### src/rtl/tx_pkt_arbiter.sv
// Purpose: packet-granular round-robin arbiter sharing the pkt_tx_* write port between two sources.
// Latency: 1 cycle from accept to pkt_tx_*; a new grant costs 1 cycle from IDLE, 0 cycles on an eop handoff.
// Backpressure: pkt_tx_full stalls the granted source and holds the grant; the non-granted source always sees full.
//
// Ports:
//   clk_156m25, reset_156m25_n      clock, asynchronous active-low reset
//   pkt0_tx_*, pkt1_tx_*            source word interfaces (data/val/sop/eop/mod in, full out)
//   pkt_tx_*                        registered merged word stream to tx_enqueue, pkt_tx_full back
//   status_grant                    one-hot current grant (00 = idle)
//   status_pkt0_cnt/status_pkt1_cnt wrapping count of packets forwarded per source
//   status_proto_err_tog            toggles on every accepted mid-packet sop word
module tx_pkt_arbiter #(
  parameter int CNT_W = 16
) (
  input  logic             clk_156m25,
  input  logic             reset_156m25_n,

  input  logic [63:0]      pkt0_tx_data,
  input  logic             pkt0_tx_val,
  input  logic             pkt0_tx_sop,
  input  logic             pkt0_tx_eop,
  input  logic [2:0]       pkt0_tx_mod,
  output logic             pkt0_tx_full,

  input  logic [63:0]      pkt1_tx_data,
  input  logic             pkt1_tx_val,
  input  logic             pkt1_tx_sop,
  input  logic             pkt1_tx_eop,
  input  logic [2:0]       pkt1_tx_mod,
  output logic             pkt1_tx_full,

  output logic [63:0]      pkt_tx_data,
  output logic             pkt_tx_val,
  output logic             pkt_tx_sop,
  output logic             pkt_tx_eop,
  output logic [2:0]       pkt_tx_mod,
  input  logic             pkt_tx_full,

  output logic [1:0]       status_grant,
  output logic [CNT_W-1:0] status_pkt0_cnt,
  output logic [CNT_W-1:0] status_pkt1_cnt,
  output logic             status_proto_err_tog
);

  typedef enum logic [1:0] {
    IDLE = 2'd0,
    GNT0 = 2'd1,
    GNT1 = 2'd2
  } state_t;

  state_t state, state_nxt;
  logic   last_grant, last_grant_nxt;  // index of the source granted most recently
  logic   first_word;                  // next accepted word is the first of the granted packet

  logic req0, req1;
  logic acc0, acc1;
  logic new_grant;
  logic proto_err;

  assign req0 = pkt0_tx_val & pkt0_tx_sop;
  assign req1 = pkt1_tx_val & pkt1_tx_sop;

  assign acc0 = (state == GNT0) & pkt0_tx_val & ~pkt_tx_full;
  assign acc1 = (state == GNT1) & pkt1_tx_val & ~pkt_tx_full;

  assign pkt0_tx_full = pkt_tx_full | (state != GNT0);
  assign pkt1_tx_full = pkt_tx_full | (state != GNT1);

  assign status_grant = {state == GNT1, state == GNT0};

  // Grant changes only at packet boundaries. On an eop handoff the other
  // source is granted directly; the finishing source cannot be regranted
  // because its following sop word is not presented until next cycle.
  always_comb begin
    state_nxt      = state;
    last_grant_nxt = last_grant;
    case (state)
      IDLE: begin
        if (req0 && (!req1 || last_grant)) begin
          state_nxt      = GNT0;
          last_grant_nxt = 1'b0;
        end else if (req1) begin
          state_nxt      = GNT1;
          last_grant_nxt = 1'b1;
        end
      end
      GNT0: begin
        if (acc0 && pkt0_tx_eop) begin
          if (req1) begin
            state_nxt      = GNT1;
            last_grant_nxt = 1'b1;
          end else begin
            state_nxt = IDLE;
          end
        end
      end
      GNT1: begin
        if (acc1 && pkt1_tx_eop) begin
          if (req0) begin
            state_nxt      = GNT0;
            last_grant_nxt = 1'b0;
          end else begin
            state_nxt = IDLE;
          end
        end
      end
      default: state_nxt = IDLE;
    endcase
  end

  assign new_grant = (state_nxt != state) && (state_nxt != IDLE);

  // A sop on any accepted word other than the first of the packet is a
  // source protocol violation; the word still goes through untouched.
  assign proto_err = ((acc0 & pkt0_tx_sop) | (acc1 & pkt1_tx_sop)) & ~first_word;

  always_ff @(posedge clk_156m25 or negedge reset_156m25_n) begin
    if (!reset_156m25_n) begin
      state      <= IDLE;
      last_grant <= 1'b1;
      first_word <= 1'b0;
    end else begin
      state      <= state_nxt;
      last_grant <= last_grant_nxt;
      if (new_grant) begin
        first_word <= 1'b1;
      end else if (acc0 || acc1) begin
        first_word <= 1'b0;
      end
    end
  end

  // Output register: idle cycles are driven fully to zero.
  always_ff @(posedge clk_156m25 or negedge reset_156m25_n) begin
    if (!reset_156m25_n) begin
      pkt_tx_val  <= 1'b0;
      pkt_tx_data <= 64'd0;
      pkt_tx_sop  <= 1'b0;
      pkt_tx_eop  <= 1'b0;
      pkt_tx_mod  <= 3'd0;
    end else if (acc0) begin
      pkt_tx_val  <= 1'b1;
      pkt_tx_data <= pkt0_tx_data;
      pkt_tx_sop  <= pkt0_tx_sop;
      pkt_tx_eop  <= pkt0_tx_eop;
      pkt_tx_mod  <= pkt0_tx_eop ? pkt0_tx_mod : 3'd0;
    end else if (acc1) begin
      pkt_tx_val  <= 1'b1;
      pkt_tx_data <= pkt1_tx_data;
      pkt_tx_sop  <= pkt1_tx_sop;
      pkt_tx_eop  <= pkt1_tx_eop;
      pkt_tx_mod  <= pkt1_tx_eop ? pkt1_tx_mod : 3'd0;
    end else begin
      pkt_tx_val  <= 1'b0;
      pkt_tx_data <= 64'd0;
      pkt_tx_sop  <= 1'b0;
      pkt_tx_eop  <= 1'b0;
      pkt_tx_mod  <= 3'd0;
    end
  end

  always_ff @(posedge clk_156m25 or negedge reset_156m25_n) begin
    if (!reset_156m25_n) begin
      status_pkt0_cnt      <= '0;
      status_pkt1_cnt      <= '0;
      status_proto_err_tog <= 1'b0;
    end else begin
      if (acc0 && pkt0_tx_eop) begin
        status_pkt0_cnt <= status_pkt0_cnt + {{(CNT_W-1){1'b0}}, 1'b1};
      end
      if (acc1 && pkt1_tx_eop) begin
        status_pkt1_cnt <= status_pkt1_cnt + {{(CNT_W-1){1'b0}}, 1'b1};
      end
      if (proto_err) begin
        status_proto_err_tog <= ~status_proto_err_tog;
      end
    end
  end

endmodule

### config.mk
export PLATFORM = sky130hd
export DESIGN_NAME = tx_pkt_arbiter
export DESIGN_NICKNAME = d
export VERILOG_FILES = /design/src/rtl/tx_pkt_arbiter.sv
export SDC_FILE = /design/constraint.sdc
export NUM_CORES = 1
export LEC_CHECK = 0
export ABC_AREA = 1
export CAP_MARGIN = 25
export CORE_UTILIZATION = 35
export CTS_CLUSTER_SIZE = 12
export DETAILED_ROUTE_END_ITERATION = 12
export PLACE_DENSITY = 0.73
export SETUP_SLACK_MARGIN = 0.5
export SYNTH_ARGS = -nofsm -noshare
export SYNTH_HDL_FRONTEND = slang
export SYNTH_SLANG_ARGS = --single-unit
### constraint.sdc
create_clock -name clk_156m25 -period 1.92 [get_ports clk_156m25]
set_clock_uncertainty 0.15 [all_clocks]
set_input_delay 0.576 -clock clk_156m25 [delete_from_list [all_inputs] [get_ports clk_156m25]]
set_output_delay 0.576 -clock clk_156m25 [all_outputs]
set_load 0.01 [all_outputs]
# Word level (Yosys, flattened, before mapping)
# Index checks and enable logic that the tools add are counted.
[classes] add_sub_neg=2 n_eq_ne=8 muxes=27 bitwise_logic=15 n_reduce_logical=12
[ops] op="two-way mux 64 bit" count=2
[ops] op="adder 16 x 1 -> 16 bit (second input constant)" count=2
[ops] op="two-way mux 1 bit" count=14
[ops] op="two-way mux 3 bit" count=4
[ops] op="two-way mux 2 bit" count=5
[ops] op="AND 1 bit" count=9
[ops] op="!= test 2 x 1 -> 1 bit (second input constant)" count=4
[ops] op="case mux 2 bit (3 select lines)" count=1
[ops] op="logical AND 1 bit" count=4
[ops] op="AND reduction 4 bit" count=1
[ops] op="nonzero test 2 bit" count=2
[ops] op="inverter 1 bit" count=3
[ops] op="OR 1 bit" count=3
[ops] op="case mux 1 bit (3 select lines)" count=1
[ops] op="nonzero test 3 bit" count=1
[ops] op="== test 2 x 1 -> 1 bit (second input constant)" count=1
[ops] op="== test 2 bit (second input constant)" count=1
[ops] op="zero test 2 bit" count=1
[ops] op="logical OR 1 bit" count=2
[ops] op="!= test 2 bit" count=1
[ops] op="!= test 2 bit (second input constant)" count=1
[ops] op="zero test 1 bit" count=1
[totals] regBits=107 inputBits=143 word_cells=75

# Logic depth before layout (Yosys ltp)
[depth] depth_word=9 mapped_depth=13 mapped_depth_nobuf=13

# Worst setup path before layout
# OpenSTA, ideal clock, no wires.
[synth_path] kind="reg2reg" start="register state[0]" end="register status_pkt1_cnt[10]" setup_ns=0.079 arrival_time_ns=1.720 required_time_ns=1.691 slack_ns=-0.029 stages_incl_launch_ff=11 path_cell_list="dfrtp_1 inv_1 ha_1 buf_4 nand4_4 inv_4 nand2_4 nor3_4 nand2_2 nor2_2 xor2_1"
[synth_between] elab_chain_len=4
[synth_lines] element="start, declared" line="51" text="state_t state, state_nxt;"
[synth_lines] element="start signal, assigned" line="123" text="state <= state_nxt;"
[synth_lines] element="== test 2 bit"
[synth_lines] element="named net status_grant[1]" line="39" text="output logic [1:0] status_grant,"
[synth_lines] element="AND 1 bit (2 in series)" line="64" text="assign acc1 = (state == GNT1) & pkt1_tx_val & ~pkt_tx_full;"
[synth_lines] element="logical AND 1 bit" line="171" text="if (acc1 && pkt1_tx_eop) begin"
[synth_lines] element="end signal, assigned" line="172" text="status_pkt1_cnt <= status_pkt1_cnt + {{(CNT_W-1){1'b0}}, 1'b1};"
[synth_lines] element="end, declared" line="41" text="output logic [CNT_W-1:0] status_pkt1_cnt,"
# The timed path passes the listed nets, and every way through them passes these cells.
# A chain may end at the register's enable or synchronous reset.

# Worst setup path in the final report
[layout_path] start="register state[0]" end="register status_pkt1_cnt[13]"
[layout_between] elab_chain_len=4
[layout_lines] element="== test 2 bit" line="64"
[layout_lines] element="AND 1 bit (2 in series)" line="64"
[layout_lines] element="logical AND 1 bit" line="171"
# No other way between the ends.

==> impl_metrics.json <==
{
  "syn_inst": 370,
  "grt_pass1_wl_um": 22890,
  "fill_cells": 854,
  "async_flop_share_pct": 100.0,
  "die_h_um": 114.6,
  "ys_seq_area_share_pct": 60.33,
  "critPathArrivalTime_ns": 2.12,
  "place_inst": 810,
  "cp_num_buf_inv": 4,
  "path_delay_family": "simple AND/OR/NAND/NOR gates",
  "wl_per_cell_um": 17.87,
  "synth_edf_count": 0,
  "grt_pass1_vias": 4481,
  "ys_ff_latch": 107,
  "synth-adder-area-share_pct": 1.691,
  "drt-total-wl_um": 16280,
  "ys_types": 29,
  "overflow": 0,
  "yosysTopAreaCellShare_pct": 59.74,
  "worstPathRequired_ns": 2.04,
  "synthMuxAreaShare_pct": 0,
  "ant_nets": 0,
  "top_level_ports": 250,
  "h-tree-depth": 3,
  "regToRegSetupSlack_ns": -0.08,
  "cts_sinks": 107,
  "failed_checks": "hold timing, setup timing",
  "p_leak_nw": 4.510,
  "drv_cap": 0,
  "yosysMostFrequentCell": "dfrtp_1",
  "path_clk_slew_ns": 0.07,
  "initial_utilization_pct": 36.36,
  "synth_area_leaders": "dfrtp_1 (60%), a22o_1 (13%), nand2_1 (4.9%)",
  "area_delta_synth_final_pct": 98.37,
  "cp-start-kind": "flop",
  "drtIter0Drc": 214,
  "dp_hpwl_um": 10240,
  "reg2reg_to": "status_pkt1_cnt[13]",
  "use_met1_pct": 25.39,
  "finalPower_w": 0.007138,
  "cts_buffers": 9,
  "crit_chain": "inv_2, ha_4, buf_6, nand4_4, buf_6, inv_6, nand4_4, nor2_4, nand2_2, nor2_2, xor2_1",
  "end_kind": "flop",
  "synth_area_mm2": 0.004441,
  "grt_busiest_layer": "met2",
  "crit_type": "flop to flop",
  "yosys_warnings": 0,
  "period_needed_ns": 2.001,
  "synth_common_cells": "dfrtp_1 (106), a22o_1 (64), nand2_1 (58)",
  "use_met2_pct": 43.56,
  "slew_violations": 0,
  "vias_per_cell": 4.845,
  "fmax_mhz": 499.7,
  "firstDrtPassIters": 4,
  "fp.coreArea_mm2": 0.01221,
  "port_buffers": 249,
  "gp_congestion": 0.8704,
  "rr_startpoint": "state[0]",
  "die_x_um": 114.6,
  "synth_compound_area_share_pct": 14.34,
  "cts.path.max_buffers": 2,
  "relSlewSlack_pct": 73.35,
  "ir_worst_vdd_mv": 0.6658,
  "final_cells": 911,
  "synth_top_family_by_area": "compound AO/OA/AOI/OAI gates",
  "grt_max_degree": 39,
  "drc": 0,
  "min_period_over_period_pct": 104.2,
  "met3_usage_pct": 5.611,
  "dieArea_mm2": 0.01314,
  "hold_viol_final": 20,
  "syn_nets": 519,
  "crit_path_max_incr_delay_ns": 0.44,
  "path_max_fanout": 4,
  "worstMarginPinSlew_ns": 0.3967,
  "root_buffer": "clkbuf_16",
  "diodes": 0,
  "drive_gt1_share_pct": 41.99,
  "synth-main-ff-cell": "dfrtp_1",
  "power.density_mw_per_mm2": 810.3,
  "antenna_found_initial": 0,
  "cts_tree": "built",
  "synth_xor_area_share_pct": 6.114,
  "synth_largest_area_cell": "dfrtp_1",
  "worstRegToRegCells": 11,
  "setup_viol": 41,
  "syn_avg_cell_area_um2": 12.00,
  "num-nets-final": 887,
  "yosys.area_share.simple_pct": 13.30,
  "holdCritPathClass": "primary input to async pin",
  "whs_ns": -0.006806,
  "placementRows": 40,
  "status": "finished with violations",
  "clock_latency_ns": 0.34,
  "layout_setup_ws_ns": -0.08136,
  "vias": 4414,
  "cp_slowest_cell": "dfrtp_2",
  "rsz0062_at_grt": "true",
  "dp_slack_ns": -0.5679,
  "grt.total_usage_pct": 23.17
}
## how the worst max path moves through the flow
stage / slack [ns] / startpoint / to / depth (start not counted)
floorplan: 0.08 / state[0] / status_pkt1_cnt[10] / 10
global placement: -0.56 / pkt_tx_full / pkt1_tx_full / 4
detailed placement: -0.57 / pkt_tx_full / pkt1_tx_full / 4
CTS: -0.02 / state[0] / pkt1_tx_full / 4
global route: -0.16 / state[0] / status_pkt1_cnt[13] / 11
finish: -0.08 / state[0] / status_pkt1_cnt[13] / 11
## kinds of logic (layout without fill, tap and decap cells)
group	Yosys count	after routing
flops	107	107
simple gates	108	108
buf+inv	43	416
fa+ha+maj	6	6
xor+xnor	31	31
compound gates	75	75
## report_power, final
group	total (W)	internal [W]	switching, W
clock network	0.00175	0.000895	0.000851
logic	0.00272	0.00155	0.00118
registers	0.00267	0.00252	0.000145
## metal layers
layer / routed length [um] / part of all wire, %
met1: 5845 / 36
met2: 8845 / 54
met3: 972 / 6.0
met4: 616 / 3.8
met5: 0 / 0
## flip-flops by register name, summed over array words and instances (netlist names)
register,cells
pkt_tx_data,64
status_pkt0_cnt,16
status_pkt1_cnt,16
pkt_tx_mod,3
state,2
first_word,1
last_grant,1
pkt_tx_eop,1
pkt_tx_sop,1
pkt_tx_val,1
status_proto_err_tog,1
## cell type report
type / instances / area [um2] / area share, %
Clock buffer: 10 / 229.0 / 2.599
Timing Repair Buffer: 371 / 3650 / 41.43
Inverter: 29 / 118.9 / 1.349
Sequential cell: 107 / 2683 / 30.45
Clock inverter: 6 / 50.05 / 0.5682
Tap cell: 168 / 210.2 / 2.386
Multi-Input combinational cell: 220 / 1868 / 21.21
## per-stage QoR
step | instance area [um2] | TNS [ns] | util [%]
2_1_floorplan | 4537 | 0 | -
3_3_place_gp | 7475 | -30.97 | 61.21
3_5_place_dp | 7475 | -32.36 | 61.21
4_1_cts | 8328 | -0.05676 | 68.20
5_1_grt | 8808 | -5.976 | 72.13
6_report | 8808 | -0.7293 | 72.13
## layout by cell type (no fill, tap or decap), types with 7 or more instances in the layout
cell             instances
clkdlybuf4s50_1        136
inv_1                   23
clkbuf_16               10
nor2_4                   8
nand2_2                 10
xor2_1                  18
nand3_1                  7
dfrtp_1                103
buf_6                   78
buf_12                  11
nand2_4                  8
buf_2                   63
xnor2_1                  7
buf_16                  11
nand2_1                 44
buf_4                   65
a22o_1                  63
## what timing repair did
| item | 4_1_cts | 5_1_grt |
|---|---|---|
| gates resized for setup | 538 | 61 |
| pin swaps | 34 | 25 |
| cloned | 11 | 1 |
| setup buffers | 50 | 23 |
| endpoints found under the hold margin | 19 | 0 |
| endpoints found under the setup margin | 214 | 214 |
(Power assumes the default switching activity.)
